**config.mk**
```make
export PLATFORM = sky130hd
export DESIGN_NAME = vid_seq
export DESIGN_NICKNAME = d
export VERILOG_FILES = /design/src/rtl/vid_seq.sv
export SDC_FILE = /design/constraint.sdc
export NUM_CORES = 1
export LEC_CHECK = 0
export BUFFER_PORTS_ARGS = -buffer_cell sky130_fd_sc_hd__buf_2
export CORE_MARGIN = 2
export CORE_UTILIZATION = 63
export DETAILED_ROUTE_END_ITERATION = 10
export GPL_TIMING_DRIVEN = 0
export PLACE_DENSITY_LB_ADDON = 0.05
export RECOVER_POWER = 50
export SLEW_MARGIN = 20
export SYNTH_ARGS = -nofsm -noshare
export SYNTH_HDL_FRONTEND = slang
export SYNTH_SLANG_ARGS = --single-unit
```
**constraint.sdc**
```tcl
create_clock -name clk -period 4.5 [get_ports clk]
set_input_delay 0.675 -clock clk [delete_from_list [all_inputs] [get_ports clk]]
set_output_delay 0.675 -clock clk [all_outputs]
set_load 0.03 [all_outputs]
```
**src/rtl/vid_seq.sv**
```systemverilog
// vid.v command sequencer: splits one command into tail-masked index beats and
// counts results in flight. Optional vstart support under VID_SEQ_VSTART_EN.
module vid_seq #(
  parameter int unsigned REQ_DATA_WIDTH    = 64,
  parameter int unsigned REQ_BYTE_EN_WIDTH = 8,
  parameter int unsigned REQ_ADDR_WIDTH    = 5,
  parameter int unsigned VL_WIDTH          = 12,
  parameter int unsigned NUM_STAGES        = 6,
  parameter int unsigned ENABLE_64_BIT     = 1
) (
  input  logic                         clk,
  input  logic                         rst_n,
  input  logic                         cmd_valid,
  output logic                         cmd_ready,
  input  logic [REQ_ADDR_WIDTH-1:0]    cmd_addr,
  input  logic [1:0]                   cmd_sew,
  input  logic [VL_WIDTH-1:0]          cmd_vl,
`ifdef VID_SEQ_VSTART_EN
  input  logic [VL_WIDTH-1:0]          cmd_vstart,
`endif
  input  logic                         issue_ready,
  output logic                         id_valid,
  output logic [REQ_ADDR_WIDTH-1:0]    id_addr,
  output logic [1:0]                   id_sew,
  output logic [VL_WIDTH-1:0]          id_start_idx,
  output logic [REQ_BYTE_EN_WIDTH-1:0] id_be,
  input  logic                         resp_valid,
  output logic                         busy,
  output logic                         done,
  output logic                         err
);

  localparam int unsigned NumBytes = REQ_DATA_WIDTH / 8;
  localparam int unsigned EpbLog   = $clog2(REQ_BYTE_EN_WIDTH);
  localparam int unsigned OutW     = $clog2(NUM_STAGES + 1) + 1;
  localparam int unsigned ElemW    = VL_WIDTH + 1;
  localparam logic [OutW-1:0]     OutMax = {OutW{1'b1}};
  localparam logic [OutW-1:0]     OutOne = 1;
  localparam logic [VL_WIDTH-1:0] VlOne  = 1;

  typedef enum logic [1:0] {StIdle, StIssue, StDrain, StDone} state_e;

  state_e                      state_q, state_d;
  logic [REQ_ADDR_WIDTH-1:0]   addr_q;
  logic [1:0]                  sew_q;
  logic [VL_WIDTH-1:0]         vl_q, vstart_q, beat_q;
  logic [OutW-1:0]             out_q, out_d;
  logic                        err_q;

  logic [VL_WIDTH-1:0]         cmd_vstart_int, first_beat, last_beat, start_idx;
  logic [7:0]                  cmd_shamt, shamt;
  logic [ElemW-1:0]            elem;
  logic                        cmd_sew_bad, cmd_empty, accept, issuing, fire, dec;

`ifdef VID_SEQ_VSTART_EN
  assign cmd_vstart_int = cmd_vstart;
`else
  assign cmd_vstart_int = '0;
`endif

  // log2(elements per beat); beat math is shift-only.
  assign cmd_shamt   = 8'(EpbLog) - {6'b0, cmd_sew};
  assign shamt       = 8'(EpbLog) - {6'b0, sew_q};
  assign cmd_sew_bad = (ENABLE_64_BIT == 0) && (cmd_sew == 2'b11);
  assign cmd_empty   = cmd_sew_bad || (cmd_vstart_int >= cmd_vl);
  assign first_beat  = cmd_vstart_int >> cmd_shamt;
  assign last_beat   = (vl_q - VlOne) >> shamt;
  assign start_idx   = beat_q << shamt;

  assign accept  = (state_q == StIdle) && cmd_valid;
  assign issuing = (state_q == StIssue);
  assign fire    = issuing && issue_ready;
  assign dec     = resp_valid && (state_q != StIdle);

  assign id_valid     = issuing;
  assign id_addr      = issuing ? addr_q + REQ_ADDR_WIDTH'(beat_q) : '0;
  assign id_sew       = issuing ? sew_q : '0;
  assign id_start_idx = issuing ? start_idx : '0;

  // Enable a byte only if its element lies in [vstart, vl).
  always_comb begin
    id_be = '0;
    elem  = '0;
    if (issuing) begin
      for (int b = 0; b < NumBytes; b++) begin
        elem     = {1'b0, start_idx} + ElemW'(b >> sew_q);
        id_be[b] = (elem < {1'b0, vl_q}) && (elem >= {1'b0, vstart_q});
      end
    end
  end

  always_comb begin
    out_d = out_q;
    if (accept) begin
      out_d = '0;
    end else if (fire && !dec) begin
      if (out_q != OutMax) out_d = out_q + OutOne;
    end else if (dec && !fire) begin
      if (out_q != '0) out_d = out_q - OutOne;
    end
  end

  // Empty or illegal commands pass through DRAIN with nothing outstanding.
  always_comb begin
    state_d   = state_q;
    cmd_ready = 1'b0;
    busy      = 1'b1;
    done      = 1'b0;
    err       = 1'b0;
    case (state_q)
      StIdle: begin
        cmd_ready = 1'b1;
        busy      = 1'b0;
        if (cmd_valid) state_d = cmd_empty ? StDrain : StIssue;
      end
      StIssue: begin
        if (issue_ready && (beat_q == last_beat)) state_d = StDrain;
      end
      StDrain: begin
        if (out_d == '0) state_d = StDone;
      end
      StDone: begin
        done    = 1'b1;
        err     = err_q;
        state_d = StIdle;
      end
      default: state_d = StIdle;
    endcase
  end

  always_ff @(posedge clk) begin
    if (!rst_n) begin
      state_q  <= StIdle;
      addr_q   <= '0;
      sew_q    <= '0;
      vl_q     <= '0;
      vstart_q <= '0;
      beat_q   <= '0;
      out_q    <= '0;
      err_q    <= 1'b0;
    end else begin
      state_q <= state_d;
      out_q   <= out_d;
      if (accept) begin
        addr_q   <= cmd_addr;
        sew_q    <= cmd_sew;
        vl_q     <= cmd_vl;
        vstart_q <= cmd_vstart_int;
        beat_q   <= first_beat;
        err_q    <= cmd_sew_bad;
      end else if (fire) begin
        beat_q <= beat_q + VlOne;
      end
    end
  end

endmodule

```
# After elaboration in Yosys (flattened, before gate mapping)
# Cells that the tools add are included.
[word_totals]
elab_cells = 98
out_inout_bits = 32
regBits = 37
input_bits = 24
[op_classes]
n_eq_ne = 8
order_cmp = 17
shift = 11
mux = 19
reduce_logical = 22
n_addsub = 15
[ops]
columns = ["cell", "n"]
rows = [
  ["adder 12 x 13 -> 13 bit", 8],
  ["greater-or-equal comparator 13 x 1 -> 1 bit, second input constant", 8],
  ["less-than comparator 13 x 12 -> 1 bit", 8],
  ["right shift 3 x 2 -> 13 bit, first input constant", 4],
  ["2-to-1 mux 12 bit", 3],
  ["right shift 1 x 2 -> 13 bit, first input constant", 2],
  ["right shift 2 x 2 -> 13 bit, first input constant", 2],
  ["2-to-1 mux 4 bit", 5],
  ["logical AND 1 bit", 14],
  ["adder 12 x 1 -> 12 bit, second input constant", 1],
  ["equality test 12 bit", 1],
  ["greater-or-equal comparator 1 x 12 -> 1 bit, first input constant", 1],
  ["<< shifter 12 x 8 -> 12 bit", 1],
  ["right shift 1 x 8 -> 12 bit, first input constant", 1],
  ["right shift 12 x 8 -> 12 bit", 1],
  ["subtractor 12 x 1 -> 12 bit, second input constant", 1],
  ["2-to-1 mux 2 bit", 5],
  ["2-to-1 mux 8 bit", 1],
  ["case mux 2 bit (4 select lines)", 1],
  ["subtractor 2 x 2 -> 3 bit, first input constant", 2],
  ["adder 5 bit", 1],
  ["2-to-1 mux 5 bit", 1],
  ["adder 4 x 1 -> 4 bit, second input constant", 1],
  ["equality test 2 bit, second input constant", 2],
  ["other kinds (12)", 17],
]

# Logic depth before layout (Yosys ltp)
# Gate-level depths: netlist of the first run.
[depth]
depth_word = 10
depth_mapped = 22
mapped_depth_nobuf = 20

# Worst setup path after synthesis of the first run
# Ideal clock, no wire load.
[synth_path]
path_type = "flip-flop to output port"
from = "register sew_q[1]"
to = "output id_be[1]"
path_buffers = 4
stages_incl_launch_ff = 19
path_slack_ps = -791
arrival_time_ps = 4616
required_ps = 3825
path_cell_list = "dfxtp_1 -> buf_2 -> buf_4 -> buf_2 -> mux2i_1 -> nand2_1 -> o21ai_0 -> buf_1 -> inv_1 -> nand3_1 -> nor2_1 -> xnor2_1 -> ha_1 -> nor2b_1 -> o21ai_0 -> nand2b_1 -> a21oi_1 -> o31ai_1 -> a2111oi_0"
[synth_via]
elab_chain_len = 6
elab_cells_between_ends = 8
cone_classes = "add/sub: 2; order compare: 2; shift: 2; mux: 1; reduce/logical: 1"
[synth_rtl]
columns = ["item", "line_no", "rtl"]
rows = [
  ["start, declared", "45", "logic [1:0] sew_q;"],
  ["start signal, assigned", "146", "sew_q <= cmd_sew;"],
  ["subtractor 2 x 2 -> 3 bit", "63", "assign shamt = 8'(EpbLog) - {6'b0, sew_q};"],
  ["<< shifter 12 x 8 -> 12 bit", "68", "assign start_idx = beat_q << shamt;"],
  ["adder 12 x 13 -> 13 bit (*)", "86", "elem = {1'b0, start_idx} + ElemW'(b >> sew_q);"],
  ["less-than comparator 13 x 12 -> 1 bit / greater-or-equal comparator 13 x 1 -> 1 bit (equally long branches)", "87", "id_be[b] = (elem < {1'b0, vl_q}) && (elem >= {1'b0, vstart_q});"],
  ["logical AND 1 bit (*)", "87", ""],
  ["2-to-1 mux 8 bit (*)", "84", "if (issuing) begin"],
  ["end, declared", "26", "output logic [REQ_BYTE_EN_WIDTH-1:0] id_be,"],
]
# Every way passes the cells marked *; elsewhere a longest branch is shown, timed or not.

# Worst setup path in the final report of the first run
[layout_path]
from = "register sew_q[0]"
to = "output id_be[7]"
# The elaborated chain is that of the path after synthesis.

==> results of run 1 <==
-- worst paths after layout --
path,from,end,slack (ns),cells past startpoint
worst max register to register,vl_q[1],state_q[0],0.87,13
worst min register to register,addr_q[0],addr_q[0],0.47,2
worst max-delay path,sew_q[0],id_be[7],0.10,16
worst min-delay path,addr_q[0],addr_q[0],0.47,2
-- report_power, final --
group / internal (µW) / switching, µW
sequential: 364 / 46.5
clock: 181 / 123
combinational: 856 / 1230
total: 1400 / 1400
-- through the flow --
step | worst slack, ns | setup TNS, ns | power [µW] | util | cell area [µm²]
after CTS | 0.00157 | 0 | 2630 | 0.742 | 7620
after global placement | -0.749 | -3.80 | 2160 | 0.691 | 7100
after detailed placement | -0.774 | -4.44 | 2220 | 0.691 | 7100
after floorplan | 0.0993 | 0 | 1780 | - | 6660
final | 0.104 | 0 | 2800 | 0.782 | 8040
after global routing | -0.0276 | -0.0617 | 2990 | 0.782 | 8040
-- synth_stat cells, drive strengths merged, types with 4 or more instances --
library cell	n
ha	110
a2111oi	5
and3	8
a31oi	5
xnor2	79
nand2	111
nor2b	14
o21a	6
or4	5
o21ai	38
o211ai	5
mux2	8
buf	21
nand3	26
nand4	16
nand2b	12
a21o	32
clkbuf	29
dfxtp	37
o31a	4
xor2	21
nor4	8
and2	9
a211oi	9
nor3	23
a221oi	5
or3	5
a21oi	58
inv	38
nor2	87
mux2i	14
-- repair_timing --
item                                    in CTS  in global routing
gates cloned                                 0                  1
hold buffers                                 0                  0
setup buffers                               14                 19
resized for setup                          100                 73
endpoints found under the setup margin       8                  7
pin swaps                                    8                 25
-- worst min-delay path: stages (launching register included) --
cell	delay [ns]
dfxtp_1	0.32
nand2_1	0.05
a21oi_1	0.05
-- layout make-up --
| cell class | count | area (µm²) |
|---|---|---|
| multi-input cells | 777 | 5930 |
| well taps | 136 | 170 |
| flip-flops and latches | 37 | 757 |
| fillers | 748 | 2240 |
| plain buffers | 46 | 330 |
| inverters | 40 | 171 |
| clock inverters | 1 | 30.0 |
| repair buffers | 87 | 563 |
| clock buffers | 7 | 86.3 |
-- layer usage --
layer | wire, µm | share of wire | up-vias
li1 | - | - | 3396
met1 | 8300 | 0.39 | 3436
met2 | 10400 | 0.49 | 362
met3 | 1420 | 0.066 | 87
met4 | 1200 | 0.056 | 0
met5 | 0 | 0 | -
-- cells in the final DEF (no fill, tap or decap), drive strengths merged, types with 4 or more instances in the layout --
cell type    n
or3          5
dfxtp       37
nand2b      12
ha         110
inv         36
o211ai       5
and3         8
buf        103
nor2        87
a21o        32
o21ai       38
nand3       26
mux2i       14
clkbuf      37
o31a         4
nand2      111
a21oi       58
a221oi       5
nor3        23
nor2b       14
nor4         8
a2111oi      5
xor2        21
o21a         6
a211oi       9
and2         9
xnor2       79
or4          5
nand4       16
mux2         8
a31oi        5
-- flip-flops by register name, summed over array words and instances, names as in the netlist --
register  count
beat_q       12
vl_q         12
addr_q        5
out_q         4
sew_q         2
state_q       2
-- logic make-up (layout without fill, tap and decap cells) --
logic type | after synthesis | in the layout | synth area share
adders and majority gates | 113 | 113 | 0.217
muxes | 22 | 22 | 0.0347
xor gates and xnor gates | 100 | 100 | 0.132
other | 1 | 1 | 0.000565
DFF | 37 | 37 | 0.112
AOI/OAI and AO/OA | 201 | 201 | 0.200
buffers and inverters | 90 | 181 | 0.0556
and+or+nand+nor | 340 | 340 | 0.248
==> flow_summary.ini, run 1 <==
[pwr]
power.ir.vdd_worst_mv = 0.446
power.leakage_uw = 0.00344
power_per_cell_area_nw_per_um2 = 348

[place]
numPortBuffers = 53
dp_cells = 1093
hpwl_um = 15700
place.gp.congestion = 0.925

[grt]
gr-total-overflow = 0
global_route.usage.met2 = 0.654
met1_usage_grt = 0.427
initial_antenna_violation_count = 0
grt_pass1_vias = 6876
aggregate_global_route_resource_usage = 0.366
globalRoute.busiestLayer = met2
grt_start_max_net_pins = 13
use_met3 = 0.0340
grt_pass1_wl_um = 33300

[sta]
hold_viol_final = 0
setup_violations = 0
final-max-slew-violation-count = 0
worst-slew-pin-transition_ns = 0.973
grt_setup_unrepaired = yes
final_skew_ns = 0.0122
period_needed_ns = 4.40
final.period_utilization = 0.977
max_clock_freq_mhz = 227
hold_ws_ns = 0.466
worst_slew_margin_relative_to_its_limit = 0.346

[min_path]
worst_hold_path_type = register to register

[final_layout]
drive_above_1_share = 0.218
diodes = 0
nNetsFinal = 1131
fin_cells = 1131
layout-area-overhead-vs-synth_pct = 21.2

[worst_setup_path]
critical-path-max-stage-delay_ns = 0.40
worstPathCellList = buf_12 -> clkinv_8 -> buf_12 -> ha_4 -> ha_4 -> a31oi_2 -> or3_4 -> nor2_1 -> xnor2_1 -> ha_1 -> a21o_1 -> a21oi_1 -> o21ai_2 -> a211oi_2 -> o2111a_1 -> clkbuf_4
timing.critical_path.buf_inv = 4
path_max_fanout = 11
timing_worst_setup_path_type = register to output pin
critical_path_required_ns = 3.83
critPathCaptureType = output pin
timing.critical_path.arrival_ns = 3.72
crit_family = compound AO/OA/AOI/OAI gates
setup.worst_path.start_class = register
timing.critical_path.slowest_stage_cell = or3_4

[logic_synthesis]
most_common_flop_cell_mapped_by_yosys = dfxtp_1
netlist.area_leader.share = 0.207
async_reset_ff_frac = 0
synth.area.top_cells = ha_1 21%, dfxtp_1 11%, xnor2_1 10%, nand2_1 6.3%, nor2_1 4.9%
postSynthRegisterBits = 37
synth_top_cell_by_area = ha_1
net_count_of_the_mapped_netlist = 1041
post_synth_num_cell_types = 77
post_synth.cell_area_avg_um2 = 7.34
number_of_warnings_reported_in_the_yosys_synthesis_log = 0
synth_cells = 904
count_of_flip_flops_with_a_built_in_enable_after_synthesis = 0
synthesis.area_um2 = 6630
synth_sequential_area_ratio = 0.112

[clock_network]
tritoncts = yes
numClockSinks = 37
cts_htree_levels = 2
clockRootBuffer = clkbuf_8
clkSlewWorstSetupHoldPaths_ns = 0.08
clock_tree.buffer_depth = 2
clk-insertion-delay-late_ns = 0.30
cts_buffers = 5

[die]
die_h_um = 107
die-area_um2 = 11400
chipWidth_um = 107
rows = 37
design.core.area_um2 = 10300
initial_core_util = 0.645
io_pins = 56

[drt]
drtPass1Iterations = 5
vias_per_cell = 6.44
drtIter0Drc = 646
via_count = 7281
ant_nets = 0
residual_drc_count = 0
wire_per_inst_um = 18.9
wl_um = 21300

[flow_run]
max-cap-violations = 0

[status]
outcome = finished, final reports clean
Power figures use the tool's default switching activity.
==> inputs of run 2 (changes only) <==
--- a/config.mk
+++ b/config.mk
@@ -10,7 +10,7 @@
 export CORE_UTILIZATION = 63
 export DETAILED_ROUTE_END_ITERATION = 10
 export GPL_TIMING_DRIVEN = 0
-export PLACE_DENSITY_LB_ADDON = 0.05
+export PLACE_DENSITY = 0.93
 export RECOVER_POWER = 50
 export SLEW_MARGIN = 20
 export SYNTH_ARGS = -nofsm -noshare
==> run 2 against run 1 <==
- the run now ends with setup timing left
- routed wire length up 12%
- global-route usage decreased by 0.27 points
- die area stayed put
- cell area rose by 0.72%
- largest power group unchanged
- register-to-register slack got worse by 0.11 ns
- clock power decreased by 1%
- maximum frequency decreased by 4.8%
- combinational power increased by 2%
- power rose by 1.8%
- largest cell class unchanged
- hold slack better by 0.0049 ns
==> flow_summary.ini, run 2 (synthesis results as in run 1) <==
[status]
outcome = finished, violations left
failed_checks = setup timing

[sta]
final_skew_ns = 0.00677
final.period_utilization = 1.03
hold_viol_final = 0
worst-slew-pin-transition_ns = 1.12
grt_setup_unrepaired = yes
max_clock_freq_mhz = 217
worst_slew_margin_relative_to_its_limit = 0.248
final-max-slew-violation-count = 0
period_needed_ns = 4.62
hold_ws_ns = 0.471
fin_ws_ns = -0.118
setup_violations = 3

[grt]
gr-total-overflow = 0
grt_pass1_vias = 7118
use_met3 = 0.0474
grt_start_max_net_pins = 14
grt_pass1_wl_um = 33700
aggregate_global_route_resource_usage = 0.363
met1_usage_grt = 0.451
global_route.usage.met2 = 0.617
initial_antenna_violation_count = 0
globalRoute.busiestLayer = met2

[worst_setup_path]
critical_path.reg2reg.startpoint = vl_q[1]
setup.worst_path.start_class = register
critPathCaptureType = output pin
timing.critical_path.arrival_ns = 3.94
path_max_fanout = 10
timing_worst_setup_path_type = register to output pin
critical_path_required_ns = 3.83
worstSetupStartpoint = sew_q[1]

[place]
dpl_worst_slack_ns = -0.716
placed_area_um2 = 7100
numPortBuffers = 53
hpwl_um = 15000
place.gp.congestion = 1.02

[pwr]
power.leakage_uw = 0.00347
power.ir.vdd_worst_mv = 0.370
power_per_cell_area_nw_per_um2 = 352
p_total_uw = 2850

[final_layout]
nNetsFinal = 1140
largest_registers = beat_q x12, vl_q x12, addr_q x5
layout-area-overhead-vs-synth_pct = 22.1
layout.cells.most_common_list = 104 x ha_1, 103 x nand2_1, 78 x xnor2_1, 77 x nor2_1, 51 x a21oi_1
drive_above_1_share = 0.217
diodes = 0
layout.cell_area.non_filler_um2 = 8100
mostFrequentLayoutCell = ha_1

[clock_network]
cts_buffers = 5
clockRootBuffer = clkbuf_8
clock_tree.buffer_depth = 2
numClockSinks = 37
tritoncts = yes
cts_htree_levels = 2
clkSlewWorstSetupHoldPaths_ns = 0.08
clk-insertion-delay-late_ns = 0.30

[drt]
via_count = 7858
vias_per_cell = 6.89
wire_per_inst_um = 20.9
drtPass1Iterations = 6
drtIter0Drc = 1147
residual_drc_count = 0
ant_nets = 0
wl_um = 23800

[die]
die-area_um2 = 11400
die_h_um = 107
design.core.area_um2 = 10300
chipWidth_um = 107
initial_core_util = 0.645
io_pins = 56
rows = 37

[flow_run]
max-cap-violations = 0

[min_path]
worst_hold_startpoint = addr_q[0]
worst_hold_path_type = register to register
run 2: critical path: stages, from the launching register on:
cell,delay [ns]
dfxtp_4,0.40
buf_8,0.16
buf_6,0.18
nand2_1,0.10
o21ai_4,0.21
buf_4,0.21
nand3_1,0.26
nor2_1,0.51
nand2_1,0.13
xnor2_1,0.15
ha_1,0.20
a21o_1,0.17
a221oi_1,0.34
o21ai_0,0.20
a31oi_1,0.18
buf_2,0.22
run 2: worst paths after layout:
path	depth (start not counted)	slack, ns	endpoint
max	15	-0.12	id_be[3]
min	2	0.47	addr_q[0]
max reg2reg	13	0.76	state_q[0]
min reg2reg	2	0.47	addr_q[0]
run 2: layout make-up:
class                   count  area [µm²]
multi-input cells         777        5940
repair buffers             96         626
clock buffers               5        68.8
well taps                 136         170
clock inverters             3        46.3
fillers                   629        2180
flip-flops and latches     37         757
inverters                  40         171
plain buffers              46         315
run 2: power by group:
group / total [µW] / leakage (µW) / internal (µW) / switching [µW]
Combinational: 2140 / 0.00311 / 856 / 1280
Clock: 300 / 0.0000543 / 166 / 134
Sequential: 410 / 0.000305 / 364 / 46.8
run 2: per-stage QoR:
stage	setup TNS, ns	utilization	instances
2_1_floorplan	0	-	904
3_3_place_gp	-3.56	0.691	1093
3_5_place_dp	-4.07	0.691	1093
4_1_cts	-0.00788	0.739	1109
5_1_grt	-0.774	0.788	1140
6_report	-0.148	0.788	1140
run 2: what timing repair did:
| action | in CTS | in global routing |
|---|---|---|
| setup buffers | 12 | 30 |
| hold buffers | 0 | 0 |
| pin swaps | 3 | 27 |
| gates cloned | 0 | 1 |
| resized for setup | 92 | 69 |
| setup endpoints to repair | 8 | 7 |
run 2: routing by layer:
layer	routed length (µm)	vias to the layer above	share of wire
met5	0	-	0
met4	1740	0	0.073
met3	2840	204	0.12
met2	10800	646	0.45
met1	8490	3600	0.36
li1	-	3408	-
